[config.mk]
export PLATFORM = sky130hd
export DESIGN_NAME = imm_ext_pipe_flat
export DESIGN_NICKNAME = d
export VERILOG_FILES = /design/src/rtl/imm_ext_pipe_if.sv /design/src/rtl/imm_ext_pipe.sv /design/src/flat_wrapper.sv
export SDC_FILE = /design/constraint.sdc
export NUM_CORES = 1
export LEC_CHECK = 0
export CAP_MARGIN = 20
export CORE_AREA = 2 2 84 86
export DETAILED_ROUTE_END_ITERATION = 10
export DIE_AREA = 0 0 86 88
export PLACE_DENSITY = 0.83
export SLEW_MARGIN = 20
export SYNTH_ARGS = -nofsm -noshare
export SYNTH_HDL_FRONTEND = slang
export SYNTH_SLANG_ARGS = --single-unit
[constraint.sdc]
create_clock -name clk_i -period 5.2 [get_ports clk_i]
set_input_delay 1.04 -clock clk_i [delete_from_list [all_inputs] [get_ports clk_i]]
set_output_delay 1.04 -clock clk_i [all_outputs]
set_load 0.05 [all_outputs]
[src/rtl/imm_ext_pipe_if.sv]
// Valid/ready bundle between the decoder (upstream), imm_ext_pipe and the execute stage.
// The "slave" modport is the unit's view; "master" is the surrounding pipeline's view.
interface imm_ext_pipe_if #(
  parameter int IN_W  = 16,
  parameter int OUT_W = 32,
  parameter int TAG_W = 5
);
  logic             in_valid;
  logic             in_ready;
  logic [IN_W-1:0]  in_imm;
  logic [1:0]       in_op;
  logic [TAG_W-1:0] in_tag;
  logic             out_valid;
  logic             out_ready;
  logic [OUT_W-1:0] out_data;
  logic [TAG_W-1:0] out_tag;

  modport master (
    output in_valid, in_imm, in_op, in_tag, out_ready,
    input  in_ready, out_valid, out_data, out_tag
  );

  modport slave (
    input  in_valid, in_imm, in_op, in_tag, out_ready,
    output in_ready, out_valid, out_data, out_tag
  );
endinterface

[src/rtl/imm_ext_pipe.sv]
// Immediate extension unit with a 2-entry in-order result buffer and synchronous flush.
// Define IMM_EXT_STAT_EN to add the saturating accepted-transaction counter (stat_cnt_o).
module imm_ext_pipe #(
  parameter int IN_W  = 16,
  parameter int OUT_W = 32,   // must be >= IN_W + 2 for the branch form
  parameter int TAG_W = 5
) (
  input  logic          clk_i,
  input  logic          rst_i,
  input  logic          flush_i,
  imm_ext_pipe_if.slave bus
`ifdef IMM_EXT_STAT_EN
  ,
  output logic [31:0]   stat_cnt_o
`endif
);
  localparam int EXT_W = OUT_W - IN_W;

  typedef enum logic [1:0] {
    OP_ZERO   = 2'b00,
    OP_SIGN   = 2'b01,
    OP_HIGH   = 2'b10,
    OP_BRANCH = 2'b11
  } op_e;

  function automatic logic [OUT_W-1:0] extend(input logic [IN_W-1:0] imm, input logic [1:0] op);
    logic [OUT_W-1:0] sext;
    sext = {{EXT_W{imm[IN_W-1]}}, imm};
    case (op_e'(op))
      OP_ZERO:   extend = {{EXT_W{1'b0}}, imm};
      OP_SIGN:   extend = sext;
      OP_HIGH:   extend = {imm, {EXT_W{1'b0}}};
      OP_BRANCH: extend = {sext[OUT_W-3:0], 2'b00};
      default:   extend = {OUT_W{1'b0}};
    endcase
  endfunction

  logic [OUT_W-1:0] data_q [2];
  logic [OUT_W-1:0] data_d [2];
  logic [TAG_W-1:0] tag_q  [2];
  logic [TAG_W-1:0] tag_d  [2];
  logic             wr_ptr_q, wr_ptr_d;
  logic             rd_ptr_q, rd_ptr_d;
  logic [1:0]       count_q, count_d;
  logic             in_ready_s, out_valid_s, push_s, pop_s;

  // Handshake qualification; readiness depends only on registered occupancy.
  always_comb begin
    in_ready_s  = (count_q != 2'd2);
    out_valid_s = (count_q != 2'd0);
    push_s      = bus.in_valid & in_ready_s & ~flush_i;
    pop_s       = out_valid_s & bus.out_ready & ~flush_i;
  end

  // Buffer next-state: flush zeroes entries so the idle head reads as zero.
  always_comb begin
    data_d   = data_q;
    tag_d    = tag_q;
    wr_ptr_d = wr_ptr_q;
    rd_ptr_d = rd_ptr_q;
    count_d  = count_q;
    if (flush_i) begin
      data_d[0] = {OUT_W{1'b0}};
      data_d[1] = {OUT_W{1'b0}};
      tag_d[0]  = {TAG_W{1'b0}};
      tag_d[1]  = {TAG_W{1'b0}};
      wr_ptr_d  = 1'b0;
      rd_ptr_d  = 1'b0;
      count_d   = 2'd0;
    end else begin
      if (push_s) begin
        data_d[wr_ptr_q] = extend(bus.in_imm, bus.in_op);
        tag_d[wr_ptr_q]  = bus.in_tag;
        wr_ptr_d         = ~wr_ptr_q;
      end else begin
        wr_ptr_d = wr_ptr_q;
      end
      if (pop_s) begin
        rd_ptr_d = ~rd_ptr_q;
      end else begin
        rd_ptr_d = rd_ptr_q;
      end
      case ({push_s, pop_s})
        2'b10:   count_d = count_q + 2'd1;
        2'b01:   count_d = count_q - 2'd1;
        default: count_d = count_q;
      endcase
    end
  end

  // Buffer state registers.
  always_ff @(posedge clk_i or posedge rst_i) begin
    if (rst_i) begin
      for (int i = 0; i < 2; i++) begin
        data_q[i] <= {OUT_W{1'b0}};
        tag_q[i]  <= {TAG_W{1'b0}};
      end
      wr_ptr_q <= 1'b0;
      rd_ptr_q <= 1'b0;
      count_q  <= 2'd0;
    end else begin
      for (int i = 0; i < 2; i++) begin
        data_q[i] <= data_d[i];
        tag_q[i]  <= tag_d[i];
      end
      wr_ptr_q <= wr_ptr_d;
      rd_ptr_q <= rd_ptr_d;
      count_q  <= count_d;
    end
  end

  assign bus.in_ready  = in_ready_s;
  assign bus.out_valid = out_valid_s;
  assign bus.out_data  = data_q[rd_ptr_q];
  assign bus.out_tag   = tag_q[rd_ptr_q];

`ifdef IMM_EXT_STAT_EN
  logic [31:0] stat_q, stat_d;

  // Accept counter survives flush and sticks at all-ones.
  always_comb begin
    stat_d = stat_q;
    if (push_s && (stat_q != 32'hFFFF_FFFF)) begin
      stat_d = stat_q + 32'd1;
    end else begin
      stat_d = stat_q;
    end
  end

  // Accept counter register.
  always_ff @(posedge clk_i or posedge rst_i) begin
    if (rst_i) begin
      stat_q <= 32'd0;
    end else begin
      stat_q <= stat_d;
    end
  end

  assign stat_cnt_o = stat_q;
`endif
endmodule
[src/flat_wrapper.sv]
// flat-port wrapper written by rule: the top's interface ports become plain ports
module imm_ext_pipe_flat 
#(
  parameter int IN_W  = 16,
  parameter int OUT_W = 32,                                             
  parameter int TAG_W = 5
)
  (clk_i, rst_i, flush_i, bus_in_valid, bus_in_imm, bus_in_op, bus_in_tag, bus_out_ready, bus_in_ready, bus_out_valid, bus_out_data, bus_out_tag);
  imm_ext_pipe_if #(.IN_W(IN_W), .OUT_W(OUT_W), .TAG_W(TAG_W)) bus_i ();
  input  logic clk_i;
  input  logic rst_i;
  input  logic flush_i;
  input wire logic [$bits(bus_i.in_valid)-1:0] bus_in_valid;
  input wire logic [$bits(bus_i.in_imm)-1:0] bus_in_imm;
  input wire logic [$bits(bus_i.in_op)-1:0] bus_in_op;
  input wire logic [$bits(bus_i.in_tag)-1:0] bus_in_tag;
  input wire logic [$bits(bus_i.out_ready)-1:0] bus_out_ready;
  output wire logic [$bits(bus_i.in_ready)-1:0] bus_in_ready;
  output wire logic [$bits(bus_i.out_valid)-1:0] bus_out_valid;
  output wire logic [$bits(bus_i.out_data)-1:0] bus_out_data;
  output wire logic [$bits(bus_i.out_tag)-1:0] bus_out_tag;
  assign bus_i.in_valid = bus_in_valid;
  assign bus_i.in_imm = bus_in_imm;
  assign bus_i.in_op = bus_in_op;
  assign bus_i.in_tag = bus_in_tag;
  assign bus_i.out_ready = bus_out_ready;
  assign bus_in_ready = bus_i.in_ready;
  assign bus_out_valid = bus_i.out_valid;
  assign bus_out_data = bus_i.out_data;
  assign bus_out_tag = bus_i.out_tag;
  imm_ext_pipe #(.IN_W(IN_W), .OUT_W(OUT_W), .TAG_W(TAG_W)) u_core (.clk_i(clk_i), .rst_i(rst_i), .flush_i(flush_i), .bus(bus_i));
endmodule
# --- After elaboration in Yosys (flattened, before gate mapping) ---
# Cells that the tools add are included.
# W data, S select, Z words.
op_classes:
  n_reduce_logical: 6
  bitwise_logic: 9
  addsub: 2
  n_shift: 0
  n_lt_le_gt_ge: 3
  n_eq_ne: 6
  mul: 0
  muxes: 25
  div: 0
op_table:
  columns: ["cell", "n"]
  rows:
  - ["$mux W32", 6]
  - ["$mux W64", 2]
  - ["$pmux W32 S4", 1]
  - ["$bwmux W64", 1]
  - ["$demux W32 S1", 1]
  - ["$mux W10", 2]
  - ["$mux W5", 4]
  - ["$bwmux W10", 1]
  - ["$eq A2 B2 Y1 const B", 3]
  - ["$reduce_bool A2 Y1", 3]
  - ["$demux W5 S1", 1]
  - ["$and A1 B1 Y1", 4]
  - ["$eq A2 B1 Y1 const B", 2]
  - ["$ge A2 B2 Y1 const B", 2]
  - ["$mux W1", 4]
  - ["$not A1 Y2", 2]
  - ["$pmux W2 S2", 1]
  - ["$not A1 Y1", 3]
  - ["$reduce_bool A3 Y1", 1]
  - ["$add A2 B1 Y2 const B", 1]
  - ["$logic_not A2 Y1", 1]
  - ["$lt A2 B1 Y1 const B", 1]
  - ["$mux W2", 1]
  - ["$ne A2 B2 Y1 const B", 1]
  - ["other kinds (2)", 2]
totals:
  ff_bits: 78
  mem_bits_rw: 0
  in_bits: 28
  romBits: 0
  word_cells: 58
  latch_bits: 0
  n_memories: 0

# --- Longest topological paths before layout ---
depth:
  word_depth: 8
  mapped_depth: 6
  depth_no_buf: 4

# --- Least setup slack after synthesis ---
# No wires, ideal clock.
synth_timing:
  path_type: "flip-flop to output port"
  startpoint: "register u_core.rd_ptr_q"
  endpoint: "output port bus_out_data[10]"
  setup_slack_ns: 2.797
  path_buffers: 2
  arrival_time_ns: 1.363
  stages_incl_launch_ff: 4
  path_cell_list: "dfrtp_1 > buf_2 > buf_1 > mux2_2"
synth_via:
  elab_chain_cells: 4
synth_lines:
  columns: ["element", "line_no", "text"]
  rows:
  - ["start: declaration", "imm_ext_pipe.sv:43", "logic rd_ptr_q, rd_ptr_d;"]
  - ["start signal: assignment", "imm_ext_pipe.sv:107", "rd_ptr_q <= rd_ptr_d;"]
  - ["$not A1 Y2 (implied by the code)", "imm_ext_pipe.sv:114", "assign bus.out_data = data_q[rd_ptr_q];"]
  - ["$mux W32 (implied by the code) (3 in series)", "imm_ext_pipe.sv:114", null]
  - ["end: declaration", "flat_wrapper.sv:20", "output wire logic [$bits(bus_i.out_data)-1:0] bus_out_data;"]
# Every way passes these cells. The select of a mux whose other input is x is not followed.

# --- Final worst setup path ---
layout_timing:
  startpoint: "register u_core.rd_ptr_q"
  endpoint: "output port bus_out_data[0]"
# The elaborated chain is that of the path after synthesis.

==> impl_results.html <==
<table>
<tr><th>Metric</th><th>Value</th></tr>
<tr><th colspan="2">Clocking</th></tr>
<tr><td>Clock tree from TritonCTS</td><td>yes</td></tr>
<tr><td>Resized Gates After CTS</td><td>0</td></tr>
<tr><td>Clock tree root driver cell</td><td>sky130_fd_sc_hd__clkbuf_8</td></tr>
<tr><td>Post CTS Setup Buffer Count</td><td>0</td></tr>
<tr><td>Number of levels in the clock H-tree</td><td>3</td></tr>
<tr><td>Count of hold buffers inserted by post-cts repair</td><td>0</td></tr>
<tr><td>Clock edge transition at the registers on the reported setup and hold paths</td><td>80 ps</td></tr>
<tr><td>Clk sink count</td><td>78</td></tr>
<tr><td>Longest Clk Path Bufs</td><td>2</td></tr>
<tr><td>Clock latency on the worst-skew pair</td><td>350 ps</td></tr>
<tr><td>Number of buffers added by the clock tree synthesis step</td><td>9</td></tr>
<tr><th colspan="2">Finish</th></tr>
<tr><td>Commonest non-fill, non-tap cell in the layout</td><td>sky130_fd_sc_hd__dfrtp_1</td></tr>
<tr><td>Final net count</td><td>361</td></tr>
<tr><td>Area Overhead vs Synth</td><td>24.4%</td></tr>
<tr><td>Layout cell share with drive strength beyond 1</td><td>23.7%</td></tr>
<tr><td># diodes</td><td>0</td></tr>
<tr><td>Leading cell types in the layout, fill and taps excluded</td><td>sky130_fd_sc_hd__dfrtp_1 (78), sky130_fd_sc_hd__clkdlybuf4s50_1 (66), sky130_fd_sc_hd__o2bb2ai_1 (48)</td></tr>
<tr><th colspan="2">Drt</th></tr>
<tr><td>Initial detailed-routing violation count</td><td>219</td></tr>
<tr><td>Routed len/inst</td><td>21.5 um</td></tr>
<tr><td>Residual antenna-violating net count after detailed routing</td><td>0</td></tr>
<tr><td>DRC</td><td>0</td></tr>
<tr><td>First drt pass iteration count</td><td>4</td></tr>
<tr><td>Routed Wire Length</td><td>8990 um</td></tr>
<tr><td>Via density per instance</td><td>6.42</td></tr>
<tr><td>Via count</td><td>2684</td></tr>
<tr><th colspan="2">Min path</th></tr>
<tr><td>Hold Path Stages</td><td>1</td></tr>
<tr><td>Hold crit path type</td><td>reg -&gt; reg</td></tr>
<tr><td>Destination of the worst hold path</td><td>u_core.data_q[29]</td></tr>
<tr><td>Worst min-delay path startpoint</td><td>u_core.data_q[29]</td></tr>
<tr><th colspan="2">STA</th></tr>
<tr><td>Final critical path time including I/O delays and setup</td><td>3890 ps</td></tr>
<tr><td>Worst clock skew on the final layout</td><td>12.9 ps</td></tr>
<tr><td>Total Negative Setup Slacks</td><td>0 ps</td></tr>
<tr><td>Post-route fraction of the period consumed by the critical path</td><td>74.9%</td></tr>
<tr><td>Highest achievable clock rate</td><td>257 MHz</td></tr>
<tr><td>Setup violations, final</td><td>0</td></tr>
<tr><td>RSZ-0062 raised after global routing</td><td>no</td></tr>
<tr><td>Worst slew slack as a fraction of its limit</td><td>33.2%</td></tr>
<tr><td>Final count of hold timing violations</td><td>0</td></tr>
<tr><td>Worst Tran Pin Value</td><td>1000 ps</td></tr>
<tr><td>Final-report max-slew violation count</td><td>0</td></tr>
<tr><th colspan="2">Run status</th></tr>
<tr><td>Run status</td><td>finished clean</td></tr>
<tr><th colspan="2">Critical path</th></tr>
<tr><td>Data arrival time of the worst path</td><td>2850 ps</td></tr>
<tr><td>Critical path fanouts, max</td><td>20</td></tr>
<tr><td>Destination of the worst register-to-register timing path</td><td>u_core.data_q[21]</td></tr>
<tr><td>Cell with the largest stage delay on the worst path</td><td>sky130_fd_sc_hd__dfrtp_1</td></tr>
<tr><td>Critical Path, Cell by Cell</td><td>buf_4 &gt; mux2_2 &gt; clkdlybuf4s50_1</td></tr>
<tr><td>Nature of the critical path startpoint</td><td>flop</td></tr>
<tr><td>Worst Path Required</td><td>4160 ps</td></tr>
<tr><td>Minimum setup slack among reg-to-reg paths</td><td>3320 ps</td></tr>
<tr><td>Critical path's largest stage delay</td><td>960 ps</td></tr>
<tr><td>Worst r2r src</td><td>u_core.count_q[0]</td></tr>
<tr><td>Crit Path Category</td><td>reg -&gt; out</td></tr>
<tr><td>Kind of end point of the critical path</td><td>output port</td></tr>
<tr><td>Register-to-Register Path Depth</td><td>5</td></tr>
<tr><th colspan="2">Placed design</th></tr>
<tr><td>I/O Buffers</td><td>66</td></tr>
<tr><td>RD Place Congestion</td><td>0.797</td></tr>
<tr><td>Half-perimeter wire length after detailed placement</td><td>5550 um</td></tr>
<tr><th colspan="2">Synth</th></tr>
<tr><td>Fraction of post-synthesis cell area in the top cell type by area</td><td>53.5%</td></tr>
<tr><td>Top area cells in the synthesized netlist</td><td>sky130_fd_sc_hd__dfrtp_1 (53%), sky130_fd_sc_hd__o2bb2ai_1 (12%), sky130_fd_sc_hd__mux2_2 (11%), sky130_fd_sc_hd__o2bb2ai_2 (4.1%), sky130_fd_sc_hd__a22oi_1 (2.9%)</td></tr>
<tr><td>Area fraction in compound gates after synthesis</td><td>27.2%</td></tr>
<tr><td>Synth Instances</td><td>274</td></tr>
<tr><td>Largest family of logic cells by synthesized area</td><td>compound AO/OA/AOI/OAI gates</td></tr>
<tr><td>Post-synthesis cell area</td><td>3650 um2</td></tr>
<tr><td>Number of different library cells in the post-synthesis netlist</td><td>32</td></tr>
<tr><td>Xor/xnor cell area share of the yosys netlist</td><td>0.240%</td></tr>
<tr><td>Synth area leader</td><td>sky130_fd_sc_hd__dfrtp_1</td></tr>
<tr><td>Sequential share of the synthesized area</td><td>53.5%</td></tr>
<tr><td>Syn_nets</td><td>302</td></tr>
<tr><td>Post-synthesis area per instance</td><td>13.3 um2</td></tr>
<tr><td>Mux contribution to synthesized area</td><td>12.0%</td></tr>
<tr><td>Share of synthesized cell area in full adder, half adder and majority cells</td><td>0%</td></tr>
<tr><td>Warnings, synthesis</td><td>0</td></tr>
<tr><td>Simple-gate share of the synthesized area</td><td>3.09%</td></tr>
<tr><td>Flop and latch count out of synthesis</td><td>78</td></tr>
<tr><th colspan="2">Global route</th></tr>
<tr><td>Pin count of the biggest net entering global routing</td><td>52</td></tr>
<tr><td>First-pass GRT wire length</td><td>14600 um</td></tr>
<tr><td>Overflow left after global routing</td><td>0</td></tr>
<tr><td>Vias in the first global route</td><td>2778</td></tr>
<tr><td>Antenna violations before repair</td><td>0</td></tr>
<tr><td>Overall track demand over capacity in global routing</td><td>25.2%</td></tr>
<tr><th colspan="2">Floorplanning</th></tr>
<tr><td>Die extent in y</td><td>88 um</td></tr>
<tr><td>Starting utilization of the core area</td><td>54.9%</td></tr>
<tr><td>Overall die area</td><td>7570 um2</td></tr>
<tr><td>Core area</td><td>6640 um2</td></tr>
<tr><td>Top-Level Pins</td><td>67</td></tr>
<tr><td>Number of core rows</td><td>30</td></tr>
<tr><td>Die Span X</td><td>86 um</td></tr>
<tr><th colspan="2">Pwr</th></tr>
<tr><td>Cell area power density</td><td>310 nW/um2</td></tr>
<tr><td>Power consumption</td><td>1.41 mW</td></tr>
<tr><td>Maximum VDD drop</td><td>204 uV</td></tr>
<tr><td>LEAKAGE</td><td>1.89 nW</td></tr>
<tr><th colspan="2">Run</th></tr>
<tr><td>Max-cap viol count</td><td>0</td></tr>
</table>
==> stage by stage <==
stage          instance area, um2  util, %  std cells  hold slack [ps]  setup slack, ps
3_3_place_gp                 4310     64.8        401              466             1760
4_1_cts                      4510     67.9        417              492             1340
2_1_floorplan                3650        -        274              451             2160
3_5_place_dp                 4310     64.8        401              468             1730
5_1_grt                      4540     68.3        418              503             1240
6_report                     4540     68.3        418              489             1310
==> cell families (layout without fill, tap and decap cells) <==
kind of cell	Yosys count	in the layout
and+or+nand+nor	14	14
DFF	78	78
muxes	39	39
xor gates and xnor gates	1	1
AOI/OAI and AO/OA	115	115
buffers and inverters	27	91
==> worst max-delay path, delay by kind of cell (launching register included) <==
family,cells,cell delay [ps]
buf+inv,2,1150
flops,1,960
mux,1,400
==> where the power goes <==
part / total, mW / internal (mW) / switching (mW) / leakage [nW]
Sequential: 0.657 / 0.634 / 0.0236 / 1.07
Combinational: 0.284 / 0.108 / 0.176 / 0.722
Clock: 0.468 / 0.228 / 0.240 / 0.0968
Total: 1.41 / 0.969 / 0.440 / 1.89
==> registers in the layout, indices dropped and copies added, names as in the netlist <==
signal and cells:
u_core.count_q 2, u_core.data_q 64, u_core.wr_ptr_q 1, u_core.tag_q 10, u_core.rd_ptr_q 1
==> cells in the mapped netlist (all sizes together) <==
master and n:
dfrtp 78, o2bb2ai 58, mux2 37, a21oi 20, buf 15, a22oi 14
a22o 12, clkbuf 7, a32o 4, inv 4, o21ai 3, a31oi 2
and2 2, mux2i 2, nor4 2, or2 2, or4 2, a21o 1
and2b 1, clkinv 1, nand3 1, nand3b 1, nor2 1, nor2b 1
nor3b 1, o211ai 1, xor2 1
==> how the worst max path moves through the flow <==
stage,start,cells past startpoint,slack [ps],end
final,u_core.rd_ptr_q,3,1310,bus_out_data[0]
after detailed placement,u_core.rd_ptr_q,3,1730,bus_out_data[0]
after global routing,u_core.rd_ptr_q,3,1240,bus_out_data[0]
after floorplan,rst_i,1,2160,u_core.count_q[0]
after CTS,u_core.rd_ptr_q,3,1340,bus_out_data[0]
after global placement,u_core.rd_ptr_q,3,1760,bus_out_data[25]
==> layout make-up <==
type	count	area [um2]
fillers	492	2110
flip-flops and latches	78	1950
multi-input cells	169	1550
repair buffers	70	711
clock buffers	9	124
well taps	80	100
clock inverters	7	80.1
inverters	5	20.0
==> layer usage <==
layer / routed length, um / share of wire [%] / up-vias / track usage (%)
li1: - / - / 1198 / -
met1: 4100 / 46 / 1352 / 36.9
met2: 4150 / 46 / 118 / 37.5
met3: 539 / 6.0 / 16 / 3.68
met4: 194 / 2.2 / 0 / 11.4
met5: 0 / 0 / - / 0
Power figures use the tool's default switching activity.
